## src/rtl/scp_mc_core.sv

```systemverilog
// scp_mc_core: multi-cycle accumulator processor core.
// Instruction and data memories are external, with synchronous one-cycle reads.
// The core holds PC, IR, ACC, the carry flag and the IO output register.
module scp_mc_core #(
  parameter int DW = 8,
  parameter int AW = 5
) (
  input  logic            clk,
  input  logic            reset,
  input  logic            start,
  output logic            done,
  output logic [AW-1:0]   im_addr,
  output logic            im_rd,
  input  logic [AW+3:0]   im_data,
  output logic [AW-1:0]   dm_addr,
  output logic            dm_rd,
  output logic            dm_wr,
  output logic [DW-1:0]   dm_wdata,
  input  logic [DW-1:0]   dm_rdata,
  input  logic [DW-1:0]   io_in,
  output logic [DW-1:0]   io_out,
  output logic            io_valid
);

  typedef enum logic [2:0] {
    S_IDLE,
    S_FETCH,
    S_DECODE,
    S_EXEC,
    S_MEM,
    S_HALTED
  } state_t;

  typedef enum logic [3:0] {
    OP_NOP  = 4'h0,
    OP_LDA  = 4'h1,
    OP_STA  = 4'h2,
    OP_ADD  = 4'h3,
    OP_SUB  = 4'h4,
    OP_SHL  = 4'h5,
    OP_SHR  = 4'h6,
    OP_IN   = 4'h7,
    OP_OUT  = 4'h8,
    OP_JMP  = 4'h9,
    OP_JZ   = 4'hA,
    OP_JC   = 4'hB,
    OP_HALT = 4'hC
  } opcode_t;

  state_t          state;
  state_t          state_next;
  logic [AW-1:0]   pc;
  logic [AW+3:0]   ir;
  logic [DW-1:0]   acc;
  logic            c_flag;
  opcode_t         op;
  logic [AW-1:0]   operand;
  logic            zero;
  logic            mem_op;

  assign op      = opcode_t'(ir[AW+3:AW]);
  assign operand = ir[AW-1:0];
  assign zero    = (acc == '0);
  assign mem_op  = (op == OP_LDA) || (op == OP_ADD) || (op == OP_SUB);

  // State register.
  always_ff @(posedge clk or negedge reset) begin
    if (!reset) state <= S_IDLE;
    else        state <= state_next;
  end

  // Next-state logic and combinational bus decodes.
  always_comb begin
    state_next = state;
    im_rd      = 1'b0;
    dm_rd      = 1'b0;
    dm_wr      = 1'b0;
    im_addr    = pc;
    dm_addr    = operand;
    dm_wdata   = acc;
    done       = 1'b0;
    case (state)
      S_IDLE:   if (start) state_next = S_FETCH;
      S_FETCH: begin
        im_rd      = 1'b1;
        state_next = S_DECODE;
      end
      S_DECODE: state_next = S_EXEC;
      S_EXEC: begin
        dm_rd = mem_op;
        dm_wr = (op == OP_STA);
        if (mem_op)              state_next = S_MEM;
        else if (op == OP_HALT)  state_next = S_HALTED;
        else                     state_next = S_FETCH;
      end
      S_MEM:    state_next = S_FETCH;
      S_HALTED: begin
        done = 1'b1;
        if (start) state_next = S_FETCH;
      end
      default:  state_next = S_IDLE;
    endcase
  end

  // Datapath: PC, IR, ACC, carry and IO register updates.
  always_ff @(posedge clk or negedge reset) begin
    if (!reset) begin
      pc       <= '0;
      ir       <= '0;
      acc      <= '0;
      c_flag   <= 1'b0;
      io_out   <= '0;
      io_valid <= 1'b0;
    end else begin
      io_valid <= 1'b0;
      case (state)
        S_IDLE: if (start) pc <= '0;
        S_DECODE: begin
          ir <= im_data;
          pc <= pc + AW'(1);
        end
        S_EXEC: begin
          case (op)
            OP_SHL: {c_flag, acc} <= {acc, 1'b0};
            OP_SHR: begin
              c_flag <= acc[0];
              acc    <= {1'b0, acc[DW-1:1]};
            end
            OP_IN:  acc <= io_in;
            OP_OUT: begin
              io_out   <= acc;
              io_valid <= 1'b1;
            end
            OP_JMP: pc <= operand;
            OP_JZ:  if (zero)   pc <= operand;
            OP_JC:  if (c_flag) pc <= operand;
            default: ;
          endcase
        end
        S_MEM: begin
          case (op)
            OP_LDA: acc <= dm_rdata;
            OP_ADD: {c_flag, acc} <= {1'b0, acc} + {1'b0, dm_rdata};
            OP_SUB: begin
              acc    <= acc - dm_rdata;
              c_flag <= (acc < dm_rdata);
            end
            default: ;
          endcase
        end
        S_HALTED: begin
          if (start) begin
            pc     <= '0;
            c_flag <= 1'b0;
          end
        end
        default: ;
      endcase
    end
  end

endmodule

```

## config.mk

```make
export PLATFORM = sky130hd
export DESIGN_NAME = scp_mc_core
export DESIGN_NICKNAME = d
export VERILOG_FILES = /design/src/rtl/scp_mc_core.sv
export SDC_FILE = /design/constraint.sdc
export NUM_CORES = 1
export LEC_CHECK = 0
export CELL_PAD_IN_SITES_DETAIL_PLACEMENT = 1
export CELL_PAD_IN_SITES_GLOBAL_PLACEMENT = 2
export CORE_ASPECT_RATIO = 0.5
export CORE_UTILIZATION = 31
export CTS_CLUSTER_DIAMETER = 120
export DETAILED_ROUTE_END_ITERATION = 16
export PLACE_DENSITY_LB_ADDON = 0.1
export SYNTH_ARGS = -nofsm -noshare
export SYNTH_HDL_FRONTEND = slang
export SYNTH_SLANG_ARGS = --single-unit
```

## constraint.sdc

```tcl
create_clock -name clk -period 3 [get_ports clk]
set_input_delay 0.6 -clock clk [delete_from_list [all_inputs] [get_ports clk]]
set_output_delay 0.6 -clock clk [all_outputs]
set_load 0.005 [all_outputs]
```

==> results of run 1 <==
sequential cells by signal, summed over array words and instances (netlist names):
name / flops
io_out: 8
io_valid: 1
c_flag: 1
ir: 9
dm_wdata: 8
im_addr: 5
state: 3
layer usage:
metal / routed length [µm] / vias to the layer above
met1: 4900 / 1388
met3: 272 / 14
met5: 0 / -
met4: 142 / 0
li1: - / 1360
met2: 4400 / 48
synthesized netlist by cell type, types with 3 or more instances:
library cell,instances,area (µm²)
nand2_1,59,221
dfrtp_1,35,876
nor2_1,27,101
a21oi_1,19,95.1
inv_1,19,71.3
ha_1,18,225
o21ai_0,18,90.1
mux2i_1,11,110
a31oi_1,10,62.6
mux2_2,10,113
buf_2,9,45.0
nor2b_1,8,50.1
o21ai_1,8,40.0
nand2b_1,7,43.8
nand3_1,7,35.0
buf_4,6,45.0
clkbuf_1,5,18.8
a211oi_1,4,30.0
a21o_1,4,30.0
nand3b_1,4,30.0
nand4_1,4,25.0
nor3_1,4,20.0
o211ai_1,4,30.0
o22ai_1,4,25.0
buf_6,3,33.8
or3_1,3,18.8
xor2_1,3,26.3
worst min-delay path by stage:
stage | to
after floorplan | c_flag
after global placement | io_out[1]
after detailed placement | io_out[6]
after CTS | io_out[6]
after global routing | io_out[6]
final | io_out[2]
through the flow:
step | utilization (%) | area, µm²
floorplan | - | 2940
global placement | 40.2 | 3600
detailed placement | 40.2 | 3600
CTS | 41.9 | 3750
global route | 42.0 | 3760
finish | 42.0 | 3760
cell families (layout without fill, tap and decap cells):
family	count (synthesis)	after routing
multiplexers	21	21
XOR/XNOR	3	3
buffers and inverters	45	97
flip-flops	35	35
adder cells (fa/ha/maj)	20	20
AO/OA/AOI/OAI	93	93
AND/OR/NAND/NOR	140	140
critical path: cells and delay by family:
kind | cells | cell delay (ns)
compound gates | 4 | 1.04
buf+inv | 2 | 0.59
fa+ha+maj | 1 | 0.35
simple gates | 1 | 0.19
mux | 1 | 0.19
cell type report:
| class | instances | area share [%] |
|---|---|---|
| repair buffers | 69 | 17.6 |
| inverters | 20 | 2.00 |
| multi-input cells | 277 | 49.0 |
| flip-flops and latches | 35 | 23.3 |
| clock buffers | 8 | 4.16 |
| well taps | 117 | 3.89 |
cell usage in the layout (no fill, tap or decap), types with 2 or more instances in the layout:
| cell | count |
|---|---|
| clkbuf_16 | 5 |
| nand3b_1 | 4 |
| a21o_1 | 4 |
| or3_1 | 3 |
| inv_1 | 19 |
| dfrtp_1 | 35 |
| xor2_1 | 3 |
| mux2i_1 | 11 |
| clkbuf_8 | 2 |
| o211ai_1 | 4 |
| nor3_1 | 4 |
| nor4b_1 | 2 |
| nor3b_1 | 2 |
| o21ai_1 | 8 |
| a31oi_1 | 10 |
| fa_1 | 2 |
| a21oi_1 | 19 |
| o21ai_0 | 18 |
| nor2b_1 | 8 |
| nor2_1 | 27 |
| a31oi_2 | 2 |
| o22ai_1 | 4 |
| o2111ai_1 | 2 |
| nand4_1 | 4 |
| ha_1 | 18 |
| mux2_2 | 10 |
| a221o_1 | 2 |
| a211oi_1 | 3 |
| buf_4 | 11 |
| nand3_1 | 7 |
| nand2_1 | 59 |
| nor2_2 | 2 |
| clkdlybuf4s50_1 | 58 |
| nand2b_1 | 7 |
power groups by stage:
stage	sequential (mW)	combinational (mW)	clock [mW]
after global placement	1.02	2.30	0
after global routing	1.07	2.62	0.601
after CTS	1.03	2.37	0.573
after floorplan	0.901	1.60	0
after detailed placement	1.04	2.36	0
final	1.02	2.37	0.566
==> metrics.cfg, run 1 <==
[synthesis]
netlist_area_mm2 = 0.00294
synth_compound_area_share_pct = 21.0
synthAdderAreaFrac_pct = 9.03
avgSynthCellArea_um2 = 8.23
synth_top_flop_cell = dfrtp_1
netlist_instances = 357
ys_warn_count = 0
synth_fp_nets = 405
synthMuxAreaShare_pct = 7.58
synth_top_family_by_area = simple AND/OR/NAND/NOR gates
synth-edff-count = 0
synth.distinct_cells = 63
ys_seq_elements = 35
yosysSeqAreaShare_pct = 29.8
synth-simple-area-share_pct = 24.0
synth-xor-area-share_pct = 0.894
async_flop_share_pct = 100

[run]
drv_cap = 0

[clock_network]
post-cts-setup-buffers = 0
cts_buffers = 5
clkTransAtPathRegs_ns = 0.06
clkLatencyLatePin_ns = 0.29
clk_path_buf_depth = 2
cts_tree = built
ctsResizeCount = 0
clock_sinks = 35
hold_buffers = 0
root_buffer = clkbuf_16
cts_max_level = 2

[routing]
drt_iter0_drc = 139
drt-pass1-iter-count = 4
vias_per_cell = 5.34
routed-via-count = 2810
drt_wl_total_um = 9720
route.detailed.drc = 0
post_drt_wl_per_cell_um = 18.5
postRouteAntennaNets = 0

[timing]
rsz0062_at_grt = no
fin_crit_ns = 2.73
drv_slew = 0
fin_worst_skew_ns = 0.00581
fin_crit_sh_pct = 91.1
max_freq_mhz = 366
setup_ws_ns = 0.268
maxSlewHeadroom_pct = 55.9
hold_slack_ns = 0.479
finalSetupViolCount = 0
finalHoldViolations = 0
worst_pin_slew_ns = 0.659
fin_tns_setup_ns = 0

[floorplanning]
dieArea_mm2 = 0.00989
die_w_um = 140
num_rows = 24
die_h_um = 70.8
ios = 59
core_area_mm2 = 0.00895
initial_core_util_pct = 32.8

[global_route]
grt_use_met3_pct = 3.59
grt_pass1_vias = 2985
met2_usage_pct = 34.7
grt_pass1_wl_um = 15900
grt_max_degree = 36
grt_remaining_overflow = 0
antenna_found_initial = 0
grt.busiest_layer = met2
grt_usage_pct = 20.8
gr-usage-met1_pct = 28.0

[cells_and_area]
diodes = 0
final_cells = 526
nFillCells = 1071
layout-drive-gt1-share_pct = 9.78
regArea_um2 = 876
layout.nets = 456
multi_input_area_mm2 = 0.00184
area_delta_synth_final_pct = 27.9

[worst_setup_path]
rrSetupSlack_ns = 0.44
cp.required_ns = 3.23
rr_worst_depth = 10
crit_path_max_fanout = 6
startpoint = dm_rdata[2]
critical_path_class = input port to flip-flop
startpoint_type = input port
worstPathArrival_ns = 2.96
max_stage_delay_ns = 0.52
slowest_stage = clkdlybuf4s50_1
timing.rr.start = dm_wdata[0]
rr_endpoint = c_flag
endpoint_kind = flip-flop
path_cells = clkdlybuf4s50_1 -> inv_1 -> ha_1 -> nand2b_1 -> a2111oi_1 -> a221o_1 -> o21ai_1 -> o32ai_1 -> mux2_2
crit_end = c_flag

[place]
placed_cells = 518
io_buffers = 58
globalplace.congestion = 0.930
place_ws_ns = -0.0556
dp_hpwl_um = 7310

[power]
fin_total_pwr_mw = 3.96
p_int_mw = 2.17
clkPwrFrac_pct = 14.3
peakVddDrop_v = 0.000262
p_per_area_mw_per_mm2 = 1050
p_sw_share_pct = 45.2
share_seq_of_total_power_pct = 25.8
p_leak_nw = 1.62
power_switching_mw = 1.79
p_comb_share_pct = 59.9

[outcome]
status = complete, no violations

[min_path]
hold_start = io_out[2]
whs_path_depth = 2
min_path_type = flip-flop to flip-flop

Note: power is estimated with default switching activity, not from simulation.
==> run 2, diff against run 1 <==
--- a/config.mk
+++ b/config.mk
@@ -11,7 +11,7 @@
 export CORE_UTILIZATION = 31
 export CTS_CLUSTER_DIAMETER = 120
 export DETAILED_ROUTE_END_ITERATION = 16
-export PLACE_DENSITY_LB_ADDON = 0.1
+export PLACE_DENSITY = 0.92
 export SYNTH_ARGS = -nofsm -noshare
 export SYNTH_HDL_FRONTEND = slang
 export SYNTH_SLANG_ARGS = --single-unit
==> run 2 against run 1 <==
  * Count of clock-buffer cells in the layout decreased by 1
  * Utilization fell by 0.070 points
  * Final cell count is 0.57% higher
  * Sequential power rose by 4%
  * Largest power group unchanged
  * Register-to-register slack better by 0.12 ns
  * Critical path type unchanged
  * Global-route usage shrank 1.9 points
  * Highest routed layer unchanged
  * Sequential cell count is the same
  * First-iteration DRC count up 11%
  * Combinational power is 3% lower
  * Fmax is 2.6% higher
==> metrics.cfg, run 2 (synthesis results as in run 1) <==
[routing]
route.detailed.drc = 0  ; unchanged
post_drt_wl_per_cell_um = 17.1  ; -7.5%
drt_iter0_drc = 154  ; +11%
routed-via-count = 2809  ; -0.036%
drt-pass1-iter-count = 4  ; unchanged
drt_wl_total_um = 9040  ; -7.0%
vias_per_cell = 5.31  ; -0.60%
postRouteAntennaNets = 0  ; unchanged

[floorplanning]
die_w_um = 140  ; unchanged
ios = 59  ; unchanged
die_h_um = 70.8  ; unchanged
num_rows = 24  ; unchanged
dieArea_mm2 = 0.00989  ; unchanged
initial_core_util_pct = 32.8  ; unchanged
core_area_mm2 = 0.00895  ; unchanged

[worst_setup_path]
startpoint = dm_rdata[0]
endpoint_kind = flip-flop
timing.rr.start = dm_wdata[0]
crit_path_max_fanout = 4  ; -2
worstPathArrival_ns = 2.87  ; -0.09 ns
critical_path_class = input port to flip-flop
cp.required_ns = 3.21  ; -0.02 ns
startpoint_type = input port

[timing]
fin_crit_sh_pct = 88.7  ; -2.3 points
fin_crit_ns = 2.66  ; -0.0698 ns
finalHoldViolations = 0  ; unchanged
drv_slew = 0  ; unchanged
rsz0062_at_grt = no
max_freq_mhz = 376  ; +2.6%
maxSlewHeadroom_pct = 45.5  ; -10 points
fin_tns_setup_ns = 0  ; unchanged
fin_worst_skew_ns = 0.00705  ; +0.00124 ns
worst_pin_slew_ns = 0.818  ; +0.158 ns
finalSetupViolCount = 0  ; unchanged

[clock_network]
clock_sinks = 35  ; unchanged
clk_path_buf_depth = 2  ; unchanged
cts_max_level = 2  ; unchanged
ctsResizeCount = 0  ; unchanged
post-cts-setup-buffers = 0  ; unchanged
clkTransAtPathRegs_ns = 0.06  ; about the same
cts_tree = built
clkLatencyLatePin_ns = 0.28  ; about the same
cts_buffers = 5  ; unchanged
hold_buffers = 0  ; unchanged
root_buffer = clkbuf_16

[cells_and_area]
final_cell_mix = nand2_1, clkdlybuf4s50_1, dfrtp_1
diodes = 0  ; unchanged
layout.nets = 459  ; +0.66%
largest_reg_flops = 9  ; unchanged
top_register = ir
layout_commonest_cell = nand2_1
layout-drive-gt1-share_pct = 10.2  ; +0.41 points
area_delta_synth_final_pct = 27.7

[global_route]
grt_usage_pct = 18.9  ; -1.9 points
grt_remaining_overflow = 0  ; unchanged
antenna_found_initial = 0  ; unchanged
grt_pass1_wl_um = 14700  ; -7.3%
grt_max_degree = 36  ; unchanged
grt_pass1_vias = 2853  ; -4.4%

[outcome]
status = complete, no violations

[power]
clkPwrFrac_pct = 13.0  ; -1.3 points
fin_total_pwr_mw = 3.88  ; -1.9%
p_comb_share_pct = 59.6  ; -0.3 points
p_leak_nw = 1.63  ; +0.23%
p_sw_share_pct = 45.2  ; about the same
share_seq_of_total_power_pct = 27.4  ; +1.6 points
p_per_area_mw_per_mm2 = 1030  ; -1.8%
p_int_mw = 2.13  ; -2.0%
power_switching_mw = 1.76  ; -1.8%
peakVddDrop_v = 0.000280  ; +6.9%

[place]
dp_hpwl_um = 6910  ; -5.5%
io_buffers = 58  ; unchanged
globalplace.congestion = 0.886  ; -4.7%

[min_path]
min_path_type = input port to asynchronous set/reset pin

[run]
drv_cap = 0  ; unchanged

[run 2: cell types whose count changed in the layout (fill, tap and decap cells not counted), sizes merged]
cell,change
buf,+4
clkinv,+1
clkdlybuf4s50,-1
clkbuf,-1
[run 2: path summary, 6_finish.rpt]
| path | to | slack, ns | depth (start not counted) |
|---|---|---|---|
| setup reg to reg | c_flag | 0.56 | 10 |
| hold reg to reg | io_out[2] | 0.48 | 2 |
| min in group clk | io_out[2] | 0.48 | 2 |
| hold / removal | dm_wdata[1] | 0.41 | 1 |
| setup / recovery | dm_wdata[6] | 0.34 | 9 |
| max in group asynchronous | dm_wdata[2] | 2.07 | 1 |
[run 2: layout make-up]
class	instances	area (µm²)
multi-input cells	277	1840
inverters	20	75.1
clock inverters	1	5.00
clock buffers	7	133
repair buffers	72	681
fillers	1073	5200
flip-flops and latches	35	876
well taps	117	146
[run 2: metrics by stage]
stage	cell area [µm²]	util [%]	worst slack, ns	hold slack [ns]	std cells
global placement	3610	40.4	0.0745	0.466	521
CTS	3750	41.9	0.340	0.461	529
floorplan	2940	-	0.697	0.304	357
finish	3750	41.9	0.338	0.414	529
detailed placement	3610	40.4	0.0557	0.475	521
global route	3750	41.9	0.158	0.499	529
[run 2: routing by layer]
| metal | global-route usage [%] | wire length (µm) | share of wire [%] | vias to the layer above |
|---|---|---|---|---|
| met3 | 2.44 | 331 | 3.7 | 6 |
| met1 | 26.3 | 4550 | 50 | 1374 |
| met5 | 0 | 0 | 0 | - |
| met4 | 4.76 | 69 | 0.76 | 0 |
| li1 | - | - | - | 1366 |
| met2 | 31.2 | 4090 | 45 | 63 |
[run 2: worst max-delay path, cell delays in order]
cell             delay (ns)
clkdlybuf4s50_1        0.48
ha_1                   0.25
fa_1                   0.41
nand2b_1               0.12
a2111oi_1              0.08
a221o_1                0.31
or3_1                  0.32
a21o_1                 0.16
a31oi_1                0.15
[run 2: power by group through the flow]
stage                     Sequential (mW)  Clock (mW)  Combinational, mW
after floorplan                     0.901           0               1.60
after global placement               1.06           0               2.25
after detailed placement             1.07           0               2.31
after CTS                            1.06       0.509               2.32
after global routing                 1.10       0.529               2.56
final                                1.06       0.505               2.31
==> edit 1: new RTL, config.mk and constraints of run 2 <==
Set the parameter `AW` to 4 (it was 5).
--- a/src/rtl/scp_mc_core.sv
+++ b/src/rtl/scp_mc_core.sv
@@ -5,3 +5,3 @@
   parameter int DW = 8,
-  parameter int AW = 5
+  parameter int AW = 4
 ) (
Interface: changed (resized dm_addr, im_addr and im_data); port bits go from 59 to 56. The function was not compared with the original's and may differ.
==> edit 1 against run 2 <==
- setup slack got worse by 0.070 ns
- maximum frequency fell by 2.6%
- synthesized area fell by 6.9%
- cell area fell by 6.3%
- routed wire length fell by 10%
- total power fell by 3.5%
- sequential cell count fell by 2
- clock skew fell by 0.0010 ns
- highest routed layer unchanged
==> edit 1: results (changes against run 2) <==
status finished clean (unchanged); Hold WC Path Type reg -> reg (was in -> async); total power 3.747 mW (was 3.883 mW); count of plain and timing-repair buffers 61 (was 72); Arr. time, crit path 2.13 ns (was 2.87 ns); flop-to-flop setup slack 0.60 ns (was 0.56 ns); non-filler instance count after layout 470 (was 529); routability cong. 0.9169 (was 0.8864); Layout Nets 404 (was 459); Rel. slew slack 47.87% (was 45.49%); Seq power 0.995 mW (was 1.06 mW); register area share after synthesis 30.18% (was 29.81%); mux cell area share after synthesis 10.15% (was 7.581%); fraction of area in multi-input gates 48.33% (was 48.95%); Area contributors post-synth dfrtp_1 30%, ha_1 8.2%, mux2_2 5.8%, o21ai_0 4.6%, mux2i_1 4.4% (was dfrtp_1 30%, ha_1 7.7%, nand2_1 7.5%, mux2_2 3.8%, mux2i_1 3.7%); htree depth 2 (unchanged); Worst Slack Setup Final 0.2677 ns (was 0.3376 ns); fraction of layout cells with a size suffix above 1 10.34% (was 10.19%); Power Clock 0.612 mW (was 0.505 mW); Synth Area in Compound Gates 21.17% (was 21.00%); average size of a mapped cell 8.827 um^2 (was 8.229 um^2); global-route wire length before repair 13.37 mm (was 14.74 mm); buffer share of cell area 16.94% (was 18.14%); most instantiated cells after synthesis 33 x dfrtp_1, 25 x o21ai_0, 22 x inv_1 (was 59 x nand2_1, 35 x dfrtp_1, 27 x nor2_1); Logic inverters 22 (was 20); Layout area overhead 28.49% (was 27.73%); Leak 1.482 nW (was 1.628 nW); routed len/inst 17.25 um (was 17.09 um); number of global-route vias before repair 2557 (was 2853); slowest cell on the critical path dfrtp_1 (was clkdlybuf4s50_1); clk_skew 0.006034 ns (was 0.007047 ns); crit-path max FO 11 (was 4); Max VDD drop 0.3628 mV (was 0.2802 mV); clock network area share 4.911% (was 3.668%); CTS Sinks 33 (was 35); critical path's largest stage delay 0.51 ns (was 0.48 ns); IO buf count 55 (was 58); Total Routing Usage GR 18.93% (was 18.87%); WHS 0.4960 ns (was 0.4143 ns); xor/xnor share of the synthesized area 2.241% (was 0.8944%); syn nets 357 (was 405); Filler Cell Count 969 (was 1073); Register Area 825.8 um^2 (was 875.8 um^2); Sw Pwr 1.622 mW (was 1.756 mW); largest net degree at the start of global routing 34 (was 36)
edit 1: changes by cell type after synthesis, moves of 4 or more:
cell	delta
nor3_1	+6
mux2_2	+4
a22o_1	+4
o21ai_0	+7
o21ai_1	-8
a31oi_1	-6
nand2_1	-38
nor2_1	-6
edit 1: worst max-delay path by stage:
| stage | cells past startpoint | end | startpoint | slack, ns |
|---|---|---|---|---|
| 3_5_place_dp | 8 | dm_wdata[7] | dm_rdata[4] | 0.08 |
| 2_1_floorplan | 8 | dm_wdata[7] | dm_rdata[4] | 0.74 |
| 3_3_place_gp | 8 | dm_wdata[7] | dm_rdata[4] | 0.17 |
| 4_1_cts | 5 | dm_rd | ir[5] | 0.26 |
| 6_report | 5 | dm_rd | ir[5] | 0.27 |
| 5_1_grt | 5 | dm_rd | ir[5] | 0.03 |
edit 1: routing by layer:
metal  track usage (%)  share of wire [%]  vias to the layer above
li1                  -                  -                     1211
met1             24.74                 48                     1238
met4             3.792               0.23                        0
met2             33.38                 47                       57
met5                 0                  0                        -
met3             3.185                4.0                        2
==> edit 2: new RTL, flow settings as in run 2 <==
Made on the original files. The 6 states of `state_t` get a one-hot encoding in 6 bits.
--- a/src/rtl/scp_mc_core.sv
+++ b/src/rtl/scp_mc_core.sv
@@ -24,9 +24,9 @@
 
-  typedef enum logic [2:0] {
-    S_IDLE,
-    S_FETCH,
-    S_DECODE,
-    S_EXEC,
-    S_MEM,
-    S_HALTED
+  typedef enum logic [5:0] {
+    S_IDLE   = 6'b000001,
+    S_FETCH  = 6'b000010,
+    S_DECODE = 6'b000100,
+    S_EXEC   = 6'b001000,
+    S_MEM    = 6'b010000,
+    S_HALTED = 6'b100000
   } state_t;
Formal check against the unedited RTL: same outputs for any inputs over 10 cycles, from zero or initial values and one cycle with reset low; not proved beyond that.
==> edit 2 against run 2 <==
- clock skew decreased by 0.00089 ns
- setup slack got worse by 0.13 ns
- cell area is 6.8% higher
- first-iteration DRC count down 32%
- utilization fell by 0.21 points
- synthesized area grew 5.8%
- cell count grew 7.4%
- total power down 11%
- critical path depth unchanged
- sequential share of layout area increased by 0.43 points
- routed wire length rose by 0.73%
- register-to-register slack worse by 0.08 ns
- sequential cell count increased by 3
- non-clock buffer count up 8
- critical endpoint is now c_flag
- highest routed layer unchanged
==> edit 2: results (changes against run 2) <==
status finished clean (unchanged); routing usage on met2 30.85% (was 31.21%); Register Area 952.2 um^2 (was 875.8 um^2); average size of a mapped cell 8.266 um^2 (was 8.229 um^2); Filler Cell Count 1164 (was 1073); number of clock buffers in the layout 5 (was 7); Max VDD drop 0.3342 mV (was 0.2802 mV); placed insts 561 (was 521); WHS 0.4381 ns (was 0.4143 ns); met1 WL 4.474 mm (was 4.548 mm); Max Freq 0.3580 GHz (was 0.3756 GHz); Worst Tran Pin Value 0.8764 ns (was 0.8176 ns); routability cong. 0.8284 (was 0.8864); non-filler instance count after layout 568 (was 529); worst flop-to-flop path endpoint dm_wdata[5] (was c_flag); Layout Nets 481 (was 459); xor/xnor share of the synthesized area 1.409% (was 0.8944%); global-route wire length before repair 15.13 mm (was 14.74 mm); largest net degree at the start of global routing 39 (was 36); Sw Pwr 1.519 mW (was 1.756 mW); First DRT Iteration DRCs 105 (was 154); Area contributors post-synth dfrtp_1 30%, nand2_1 7.9%, ha_1 7.2%, mux2i_1 3.5%, mux2_2 3.3% (was dfrtp_1 30%, ha_1 7.7%, nand2_1 7.5%, mux2_2 3.8%, mux2i_1 3.7%); critical path's top delay family simple AND/OR/NAND/NOR gates (was compound AO/OA/AOI/OAI gates); met1 Usage GRT 24.86% (was 26.28%); total power 3.450 mW (was 3.883 mW); HPWL Detailed 6.849 mm (was 6.909 mm); mux cell area share after synthesis 7.166% (was 7.581%); flop-to-flop setup slack 0.48 ns (was 0.56 ns); crit-path max FO 3 (was 4); Logic inverters 19 (was 20); Leak 1.743 nW (was 1.628 nW); register area share after synthesis 30.64% (was 29.81%); buffer share of cell area 18.49% (was 18.14%); Total Routing Usage GR 18.50% (was 18.87%); Power Clock 0.504 mW (was 0.505 mW); critical path's largest stage delay 0.46 ns (was 0.48 ns)
edit 2: cell count changes after synthesis, moves of 4 or more:
cell | before | now
nor4_1 | 1 | 6
o21ai_1 | 8 | 3
xnor2_1 | 0 | 4
o21ai_0 | 18 | 14
nand2_1 | 59 | 65
nor3_1 | 4 | 10
clkbuf_1 | 5 | 14
a22o_1 | 1 | 5
o31ai_1 | 0 | 4
a31oi_1 | 10 | 4
o22ai_1 | 4 | 0
nand4_1 | 4 | 0
edit 2: timing repair:
| item | 4_1_cts | 5_1_grt |
|---|---|---|
| resized for setup | 1 | 2 |
| hold buffers | 0 | 0 |
| setup endpoints to repair | 1 | 3 |
edit 2: worst max-delay path by stage:
stage,cells after the start,from,endpoint
floorplan,9,dm_rdata[5],c_flag
global placement,10,dm_rdata[1],dm_wdata[5]
detailed placement,10,dm_rdata[1],dm_wdata[5]
CTS,10,dm_rdata[1],dm_wdata[5]
global route,4,ir[6],dm_rd
finish,9,dm_rdata[0],c_flag
